## src/rtl/spgd_seq_pkg.sv

```systemverilog
// Shared definitions for the SPGD measurement sequencer: state encoding,
// default widths and a small parameter helper.
package spgd_seq_pkg;

   localparam int unsigned DEFAULT_ADC_WIDTH = 12;
   localparam int unsigned DEFAULT_CNT_WIDTH = 16;

   localparam logic [2:0] IDLE     = 3'd0;
   localparam logic [2:0] SET_POS  = 3'd1;
   localparam logic [2:0] MEAS_POS = 3'd2;
   localparam logic [2:0] SET_NEG  = 3'd3;
   localparam logic [2:0] MEAS_NEG = 3'd4;
   localparam logic [2:0] RESULT   = 3'd5;

   typedef enum logic [2:0] {
      StIdle    = IDLE,
      StSetPos  = SET_POS,
      StMeasPos = MEAS_POS,
      StSetNeg  = SET_NEG,
      StMeasNeg = MEAS_NEG,
      StResult  = RESULT
   } seq_state_e;

   // A zero-length settle or timeout would never let the timer expire cleanly.
   function automatic int unsigned at_least_one(input int unsigned v);
      return (v == 0) ? 1 : v;
   endfunction

endpackage

```

## src/rtl/spgd_meas_sequencer_if.sv

```systemverilog
// Handshake bundle between the sequencer, its controller, the averager and
// the dither drivers.
interface spgd_meas_sequencer_if
   import spgd_seq_pkg::*;
#(
   parameter int unsigned ADC_WIDTH = DEFAULT_ADC_WIDTH
);

   logic                 START;
   logic                 ABORT;
   logic                 AVG_DONE;
   logic [ADC_WIDTH-1:0] AVG_DATA;
   logic                 AVG_EN;
   logic                 PERTURB_POS;
   logic                 PERTURB_NEG;
   logic                 BUSY;
   logic [ADC_WIDTH-1:0] J_POS;
   logic [ADC_WIDTH-1:0] J_NEG;
   logic [ADC_WIDTH:0]   DELTA_J;
   logic                 RESULT_VALID;
   logic                 TIMEOUT_ERR;

   modport master (
      input  START, ABORT, AVG_DONE, AVG_DATA,
      output AVG_EN, PERTURB_POS, PERTURB_NEG, BUSY, J_POS, J_NEG, DELTA_J,
             RESULT_VALID, TIMEOUT_ERR
   );

   modport slave (
      output START, ABORT, AVG_DONE, AVG_DATA,
      input  AVG_EN, PERTURB_POS, PERTURB_NEG, BUSY, J_POS, J_NEG, DELTA_J,
             RESULT_VALID, TIMEOUT_ERR
   );

endinterface

```

## src/rtl/seq_timer.sv

```systemverilog
// Loadable down-counter with a zero flag; used for both settle delays and
// measurement timeouts.
module seq_timer
   import spgd_seq_pkg::*;
#(
   parameter int unsigned CNT_WIDTH = DEFAULT_CNT_WIDTH
) (
   input  logic                 CLK,
   input  logic                 RST_N,
   input  logic                 load,
   input  logic [CNT_WIDTH-1:0] load_val,
   output logic                 zero
);

   logic [CNT_WIDTH-1:0] cnt_q, cnt_d;

   always_comb begin
      cnt_d = cnt_q;
      if (load) begin
         cnt_d = load_val;
      end else if (cnt_q != '0) begin
         cnt_d = cnt_q - CNT_WIDTH'(1);
      end
   end

   always_ff @(posedge CLK or negedge RST_N) begin
      if (!RST_N) begin
         cnt_q <= '0;
      end else begin
         cnt_q <= cnt_d;
      end
   end

   assign zero = (cnt_q == '0);

endmodule

```

## src/rtl/spgd_meas_sequencer.sv

```systemverilog
// One SPGD metric cycle: +delta settle/measure, -delta settle/measure, then
// publish DELTA_J = J_POS - J_NEG.
module spgd_meas_sequencer
   import spgd_seq_pkg::*;
#(
   parameter int unsigned ADC_WIDTH      = DEFAULT_ADC_WIDTH,
   parameter int unsigned SETTLE_CYCLES  = 64,
   parameter int unsigned TIMEOUT_CYCLES = 4096,
   parameter int unsigned CNT_WIDTH      = DEFAULT_CNT_WIDTH
) (
   input logic                   CLK,
   input logic                   RST_N,
   spgd_meas_sequencer_if.master bus
);

   // The timer counts down to zero inclusive, so load one less than the length.
   localparam logic [CNT_WIDTH-1:0] SETTLE_LOAD  = CNT_WIDTH'(at_least_one(SETTLE_CYCLES) - 1);
   localparam logic [CNT_WIDTH-1:0] TIMEOUT_LOAD = CNT_WIDTH'(at_least_one(TIMEOUT_CYCLES) - 1);

   seq_state_e state_q, state_d;

   logic                 timer_load;
   logic [CNT_WIDTH-1:0] timer_load_val;
   logic                 timer_zero;

   logic [ADC_WIDTH-1:0] j_pos_q, j_pos_d;
   logic [ADC_WIDTH-1:0] j_neg_q, j_neg_d;
   logic [ADC_WIDTH:0]   delta_q, delta_d;
   logic                 timeout_err_q, timeout_err_d;
   logic                 avg_en_q, avg_en_d;
   logic                 perturb_pos_q, perturb_pos_d;
   logic                 perturb_neg_q, perturb_neg_d;
   logic                 busy_q, busy_d;
   logic                 result_valid_q, result_valid_d;

   seq_timer #(
      .CNT_WIDTH(CNT_WIDTH)
   ) u_timer (
      .CLK      (CLK),
      .RST_N    (RST_N),
      .load     (timer_load),
      .load_val (timer_load_val),
      .zero     (timer_zero)
   );

   always_comb begin
      state_d       = state_q;
      j_pos_d       = j_pos_q;
      j_neg_d       = j_neg_q;
      delta_d       = delta_q;
      timeout_err_d = timeout_err_q;

      if (bus.ABORT) begin
         state_d = StIdle;
      end else begin
         unique case (state_q)
            StIdle: begin
               if (bus.START) begin
                  state_d       = StSetPos;
                  timeout_err_d = 1'b0;
               end
            end
            StSetPos: begin
               if (timer_zero) state_d = StMeasPos;
            end
            StMeasPos: begin
               if (bus.AVG_DONE) begin
                  j_pos_d = bus.AVG_DATA;
                  state_d = StSetNeg;
               end else if (timer_zero) begin
                  state_d       = StIdle;
                  timeout_err_d = 1'b1;
               end
            end
            StSetNeg: begin
               if (timer_zero) state_d = StMeasNeg;
            end
            StMeasNeg: begin
               if (bus.AVG_DONE) begin
                  j_neg_d = bus.AVG_DATA;
                  // J_NEG lands this edge, so take the new sample straight from the bus.
                  delta_d = {j_pos_q[ADC_WIDTH-1], j_pos_q}
                          - {bus.AVG_DATA[ADC_WIDTH-1], bus.AVG_DATA};
                  state_d = StResult;
               end else if (timer_zero) begin
                  state_d       = StIdle;
                  timeout_err_d = 1'b1;
               end
            end
            StResult: begin
               state_d = StIdle;
            end
            default: begin
               state_d = StIdle;
            end
         endcase
      end
   end

   // Reload the shared timer on every state change.
   always_comb begin
      timer_load     = (state_d != state_q);
      timer_load_val = ((state_d == StMeasPos) || (state_d == StMeasNeg)) ? TIMEOUT_LOAD
                                                                          : SETTLE_LOAD;
   end

   // Outputs are decoded from the next state so they register alongside it.
   always_comb begin
      avg_en_d       = (state_d == StMeasPos) || (state_d == StMeasNeg);
      perturb_pos_d  = (state_d == StSetPos) || (state_d == StMeasPos);
      perturb_neg_d  = (state_d == StSetNeg) || (state_d == StMeasNeg);
      busy_d         = (state_d != StIdle);
      result_valid_d = (state_d == StResult);
   end

   always_ff @(posedge CLK or negedge RST_N) begin
      if (!RST_N) begin
         state_q        <= StIdle;
         j_pos_q        <= '0;
         j_neg_q        <= '0;
         delta_q        <= '0;
         timeout_err_q  <= 1'b0;
         avg_en_q       <= 1'b0;
         perturb_pos_q  <= 1'b0;
         perturb_neg_q  <= 1'b0;
         busy_q         <= 1'b0;
         result_valid_q <= 1'b0;
      end else begin
         state_q        <= state_d;
         j_pos_q        <= j_pos_d;
         j_neg_q        <= j_neg_d;
         delta_q        <= delta_d;
         timeout_err_q  <= timeout_err_d;
         avg_en_q       <= avg_en_d;
         perturb_pos_q  <= perturb_pos_d;
         perturb_neg_q  <= perturb_neg_d;
         busy_q         <= busy_d;
         result_valid_q <= result_valid_d;
      end
   end

   assign bus.AVG_EN       = avg_en_q;
   assign bus.PERTURB_POS  = perturb_pos_q;
   assign bus.PERTURB_NEG  = perturb_neg_q;
   assign bus.BUSY         = busy_q;
   assign bus.J_POS        = j_pos_q;
   assign bus.J_NEG        = j_neg_q;
   assign bus.DELTA_J      = delta_q;
   assign bus.RESULT_VALID = result_valid_q;
   assign bus.TIMEOUT_ERR  = timeout_err_q;

endmodule

```

## src/flat_wrapper.sv

```systemverilog
// flat-port wrapper written by rule: the top's interface ports become plain ports
module spgd_meas_sequencer_flat import spgd_seq_pkg::*;
#(
   parameter int unsigned ADC_WIDTH      = DEFAULT_ADC_WIDTH,
   parameter int unsigned SETTLE_CYCLES  = 64,
   parameter int unsigned TIMEOUT_CYCLES = 4096,
   parameter int unsigned CNT_WIDTH      = DEFAULT_CNT_WIDTH
)
  (CLK, RST_N, bus_START, bus_ABORT, bus_AVG_DONE, bus_AVG_DATA, bus_AVG_EN, bus_PERTURB_POS, bus_PERTURB_NEG, bus_BUSY, bus_J_POS, bus_J_NEG, bus_DELTA_J, bus_RESULT_VALID, bus_TIMEOUT_ERR);
  spgd_meas_sequencer_if #(.ADC_WIDTH(ADC_WIDTH)) bus_i ();
  input logic CLK;
  input logic RST_N;
  input wire logic [$bits(bus_i.START)-1:0] bus_START;
  input wire logic [$bits(bus_i.ABORT)-1:0] bus_ABORT;
  input wire logic [$bits(bus_i.AVG_DONE)-1:0] bus_AVG_DONE;
  input wire logic [$bits(bus_i.AVG_DATA)-1:0] bus_AVG_DATA;
  output wire logic [$bits(bus_i.AVG_EN)-1:0] bus_AVG_EN;
  output wire logic [$bits(bus_i.PERTURB_POS)-1:0] bus_PERTURB_POS;
  output wire logic [$bits(bus_i.PERTURB_NEG)-1:0] bus_PERTURB_NEG;
  output wire logic [$bits(bus_i.BUSY)-1:0] bus_BUSY;
  output wire logic [$bits(bus_i.J_POS)-1:0] bus_J_POS;
  output wire logic [$bits(bus_i.J_NEG)-1:0] bus_J_NEG;
  output wire logic [$bits(bus_i.DELTA_J)-1:0] bus_DELTA_J;
  output wire logic [$bits(bus_i.RESULT_VALID)-1:0] bus_RESULT_VALID;
  output wire logic [$bits(bus_i.TIMEOUT_ERR)-1:0] bus_TIMEOUT_ERR;
  assign bus_i.START = bus_START;
  assign bus_i.ABORT = bus_ABORT;
  assign bus_i.AVG_DONE = bus_AVG_DONE;
  assign bus_i.AVG_DATA = bus_AVG_DATA;
  assign bus_AVG_EN = bus_i.AVG_EN;
  assign bus_PERTURB_POS = bus_i.PERTURB_POS;
  assign bus_PERTURB_NEG = bus_i.PERTURB_NEG;
  assign bus_BUSY = bus_i.BUSY;
  assign bus_J_POS = bus_i.J_POS;
  assign bus_J_NEG = bus_i.J_NEG;
  assign bus_DELTA_J = bus_i.DELTA_J;
  assign bus_RESULT_VALID = bus_i.RESULT_VALID;
  assign bus_TIMEOUT_ERR = bus_i.TIMEOUT_ERR;
  spgd_meas_sequencer #(.ADC_WIDTH(ADC_WIDTH), .SETTLE_CYCLES(SETTLE_CYCLES), .TIMEOUT_CYCLES(TIMEOUT_CYCLES), .CNT_WIDTH(CNT_WIDTH)) u_core (.CLK(CLK), .RST_N(RST_N), .bus(bus_i));
endmodule
```

## config.mk

```make
export PLATFORM = sky130hd
export DESIGN_NAME = spgd_meas_sequencer_flat
export DESIGN_NICKNAME = d
export VERILOG_FILES = /design/src/rtl/spgd_seq_pkg.sv /design/src/rtl/spgd_meas_sequencer_if.sv /design/src/rtl/seq_timer.sv /design/src/rtl/spgd_meas_sequencer.sv /design/src/flat_wrapper.sv
export SDC_FILE = /design/constraint.sdc
export NUM_CORES = 1
export LEC_CHECK = 0
export CORE_MARGIN = 5
export CORE_UTILIZATION = 48
export DETAILED_ROUTE_END_ITERATION = 8
export GPL_TIMING_DRIVEN = 0
export PLACE_DENSITY = 0.76
export SYNTH_ARGS = -nofsm -noshare
export SYNTH_HDL_FRONTEND = slang
export SYNTH_HIERARCHICAL = 1
export SYNTH_SLANG_ARGS = --single-unit
```

## constraint.sdc

```tcl
create_clock -name CLK -period 3.3 [get_ports CLK]
set_clock_uncertainty 0.2 [all_clocks]
set_input_delay 0.66 -clock CLK [delete_from_list [all_inputs] [get_ports CLK]]
set_output_delay 0.66 -clock CLK [all_outputs]
set_load 0.005 [all_outputs]
```

==> out/metrics.cfg <==
[status]
run_status = complete, no violations

[floorplanning]
floorplan.core_area_um2 = 7180
row_count = 31
chipWidth_um = 95.3
boundaryPins = 60
dieArea_um2 = 9080
fp.dieH_um = 95.3
initial_utilization_pct = 48.6

[worst_setup_path]
worst_path_dominant_cell_family = compound AO/OA/AOI/OAI gates
r2r-end = u_core/u_timer/cnt_q[10]
crit_path_max_incr_delay_ns = 0.42
cp-start-kind = flip-flop
r2r_start = u_core/u_timer/cnt_q[0]
worst-path-buf-inv = 3
worstRegToRegCells = 13
r2r_slack_ns = 0.22
cp.arrival_ns = 3.10
crit_path_top_delay_cell = sky130_fd_sc_hd__dfrtp_1
critical_path_peak_fanout = 10
critical_path.endpoint_type = flip-flop
cp-startpoint = u_core/u_timer/cnt_q[0]
worst_ep_required_time_ns = 3.32
worstSetupPathType = flip-flop to flip-flop
crit_chain = inv_1 > ha_1 > nor3b_4 > nand3_2 > nor2_1 > buf_6 > o21ai_0 > a21o_1 > a22o_1 > a21oi_4 > buf_4 > nor4_1 > a221o_1

[route]
route.detailed.drc = 0
detailroute.via_count = 2850
dr.first_iter.drc_count = 75
ant_nets = 0
viasPerCell = 5.45
drt_first_pass_iters = 4
finalWirelength_um = 7730
wire_per_inst_um = 14.8

[placed_design]
finalWeightedCongestion = 0.826
io_buffers = 59
post_place_worst_slack_ns = -0.702
place.detailed.hpwl_um = 5640
placed_cells_incl_taps = 507
detailed_place.area_um2 = 4250

[finish]
drive_gt1_share_pct = 15.1
final_std_cell_area_no_fill_um2 = 4430
num-nets-final = 451
finalNonFillerCells = 523
antenna-diode-count = 0
area_growth_syn_to_layout_pct = 26.8

[grt]
pin_count_of_the_biggest_net_entering_global_routing = 34
antenna_violations_before_repair = 0
vias_in_the_first_global_route = 2740
globalRouteTotalUtil_pct = 18.6
gr-total-overflow = 0
grt_first_pass_wirelength_um = 13100

[cts]
numClockSinks = 62
clk_pin_slew_ns = 0.07
clock_root_buffer_master = sky130_fd_sc_hd__clkbuf_8
cts_tree = done
clk_latency_ns = 0.33
ctsLongestPathBuffers = 2
number_of_h_tree_levels = 3
cts-buffers-inserted = 9

[power_and_ir_drop]
power_switching_w = 0.000506
power_density_nw_per_um2 = 400
power.ir.vdd_worst_mv = 0.197
cellInternalPower_w = 0.00127
power.share.sequential_pct = 49.9
p_comb_share_pct = 19.4
power_switching_share_pct = 28.5
leakage_nw = 2.07
pwr-share-clk_pct = 30.8

[synth]
avgSynthCellArea_um2 = 10.3
synth-seq-cells = 62
postSynthCellCount = 340
yosys_warnings = 6
synth_seq_area_share_pct = 44.5
synthesis.area_um2 = 3490
synth-edff-count = 0
yosysUniqueCellTypes = 54
synthArstFlopShare_pct = 100
dominant_synthesized_flop_cell = sky130_fd_sc_hd__dfrtp_1

[sta]
fin_ws_ns = 0.215
fin_hold_ws_ns = 0.197
post-route-period-util_pct = 93.5
worst_pin_slew_ns = 0.760
setup_viol_count_final = 0
timing.final.hold_violations = 0
drv_slew = 0
grt_setup_unrepaired = false
period_minus_slack_ns = 3.08
final.setup.tns_ns = 0
timing.slew.headroom_pct = 49.3
achievable-frequency_mhz = 324

[min_path]
min_path_type = input pin to async pin

[flow_run]
cap_violations = 0

-- routing by layer --
layer	part of all wire, %	track usage (%)	vias to the layer above
met4	1.2	6.13	0
met1	43	23.9	1382
met5	0	0	-
met3	6.1	5.37	8
met2	49	30.1	87
li1	-	-	1373
-- cells in the mapped netlist (3+ instances only) --
| cell type | n | area share, % |
|---|---|---|
| sky130_fd_sc_hd__dfrtp_1 | 62 | 44 |
| sky130_fd_sc_hd__nand2_1 | 32 | 3.4 |
| sky130_fd_sc_hd__mux2_2 | 22 | 7.1 |
| sky130_fd_sc_hd__inv_1 | 20 | 2.2 |
| sky130_fd_sc_hd__a21oi_1 | 16 | 2.3 |
| sky130_fd_sc_hd__nor2_1 | 16 | 1.7 |
| sky130_fd_sc_hd__o21ai_0 | 15 | 2.2 |
| sky130_fd_sc_hd__ha_1 | 13 | 4.7 |
| sky130_fd_sc_hd__xnor2_1 | 11 | 2.8 |
| sky130_fd_sc_hd__nand2b_1 | 9 | 1.6 |
| sky130_fd_sc_hd__nor3_1 | 9 | 1.3 |
| sky130_fd_sc_hd__nor2b_1 | 8 | 1.4 |
| sky130_fd_sc_hd__a21o_1 | 7 | 1.5 |
| sky130_fd_sc_hd__buf_2 | 7 | 1.0 |
| sky130_fd_sc_hd__nand3_1 | 6 | 0.86 |
| sky130_fd_sc_hd__o211a_1 | 6 | 1.7 |
| sky130_fd_sc_hd__o31a_1 | 6 | 1.5 |
| sky130_fd_sc_hd__o31ai_1 | 6 | 1.3 |
| sky130_fd_sc_hd__nor4_1 | 5 | 0.90 |
| sky130_fd_sc_hd__and3_1 | 4 | 0.72 |
| sky130_fd_sc_hd__clkbuf_1 | 4 | 0.43 |
| sky130_fd_sc_hd__mux2_4 | 4 | 1.7 |
| sky130_fd_sc_hd__nand3b_1 | 4 | 0.86 |
| sky130_fd_sc_hd__nand4b_1 | 4 | 1.0 |
| sky130_fd_sc_hd__o21a_1 | 4 | 0.86 |
| sky130_fd_sc_hd__nand4_1 | 3 | 0.54 |
-- cell type report --
type | instances | area [um^2]
buffer | 14 | 88.8
clock buffer | 13 | 139
clock inverter | 2 | 10.0
fill | 621 | 2750
inverter | 21 | 78.8
multi-input combinational | 251 | 1820
sequential | 62 | 1550
tap | 99 | 124
timing repair buffer | 61 | 613
-- how the worst max path moves through the flow --
| stage | endpoint | cells past startpoint |
|---|---|---|
| after floorplan | u_core/u_timer/cnt_q[6] | 13 |
| after global placement | u_core/u_timer/cnt_q[7] | 1 |
| after detailed placement | u_core/u_timer/cnt_q[15] | 13 |
| after CTS | u_core/u_timer/cnt_q[6] | 13 |
| after global routing | u_core/u_timer/cnt_q[6] | 14 |
| final | u_core/u_timer/cnt_q[10] | 13 |
-- sequential cells by signal (all words and copies together) (netlist names) --
signal and cells:
u_core/bus.RESULT_VALID 1, u_core/bus.BUSY 1, u_core/bus.PERTURB_NEG 1, u_core/bus.DELTA_J 13, u_core/bus.J_POS 12, u_core/bus.TIMEOUT_ERR 1, u_core/bus.PERTURB_POS 1, u_core/state_q 3
u_core/u_timer/cnt_q 16, u_core/bus.AVG_EN 1, u_core/bus.J_NEG 12
-- cells by family (layout without fill, tap and decap cells) --
| group | count (synthesis) | count (layout) | share of synthesized area [%] |
|---|---|---|---|
| compound gates | 77 | 77 | 15.5 |
| xor+xnor | 12 | 12 | 3.01 |
| fa+ha+maj | 14 | 14 | 5.23 |
| buf+inv | 35 | 111 | 4.55 |
| flops | 62 | 62 | 44.5 |
| mux | 28 | 28 | 9.39 |
| other cells | 2 | 10 | 0.215 |
| simple gates | 110 | 110 | 17.6 |
-- power by group through the flow --
stage	registers (W)	logic, W	clock network, W
floorplan	0.000889	0.000203	0
global placement	0.000894	0.000323	0
detailed placement	0.000895	0.000336	0
CTS	0.000883	0.000343	0.000567
global route	0.000892	0.000382	0.000602
finish	0.000883	0.000343	0.000545
-- layout by cell type (no fill, tap or decap), drive strengths merged, types with 3 or more instances in the layout --
master / synthesis / layout
dfrtp: 62 / 62
clkdlybuf4s50: 0 / 58
nand2: 32 / 32
mux2: 26 / 26
inv: 21 / 21
o21ai: 17 / 17
nor2: 16 / 16
a21oi: 16 / 16
clkbuf: 4 / 16
buf: 10 / 14
ha: 13 / 13
xnor2: 11 / 11
conb: 2 / 10
nor3: 10 / 10
nand2b: 9 / 9
nor2b: 8 / 8
nor4: 8 / 8
a21o: 7 / 7
nand3: 7 / 7
o31a: 6 / 6
o31ai: 6 / 6
o211a: 6 / 6
nand3b: 4 / 4
nand4b: 4 / 4
and3: 4 / 4
o21a: 4 / 4
nand4: 3 / 3
-- metrics by stage --
step / power [W] / util [%]
after detailed placement: 0.00123 / 59.2
after floorplan: 0.00109 / -
final: 0.00177 / 61.7
after global placement: 0.00122 / 59.0
after global routing: 0.00188 / 61.7
after CTS: 0.00179 / 61.5
-- timing repair --
item / 4_1_cts / 5_1_grt
setup endpoints to repair: 16 / 16
hold endpoints to repair: 0 / 0
setup buffers: 1 / 0
gates cloned: 0 / 0
hold buffers: 0 / 0
pin swaps: 0 / 1
gates resized for setup: 3 / 9
(Power assumes the default switching activity.)
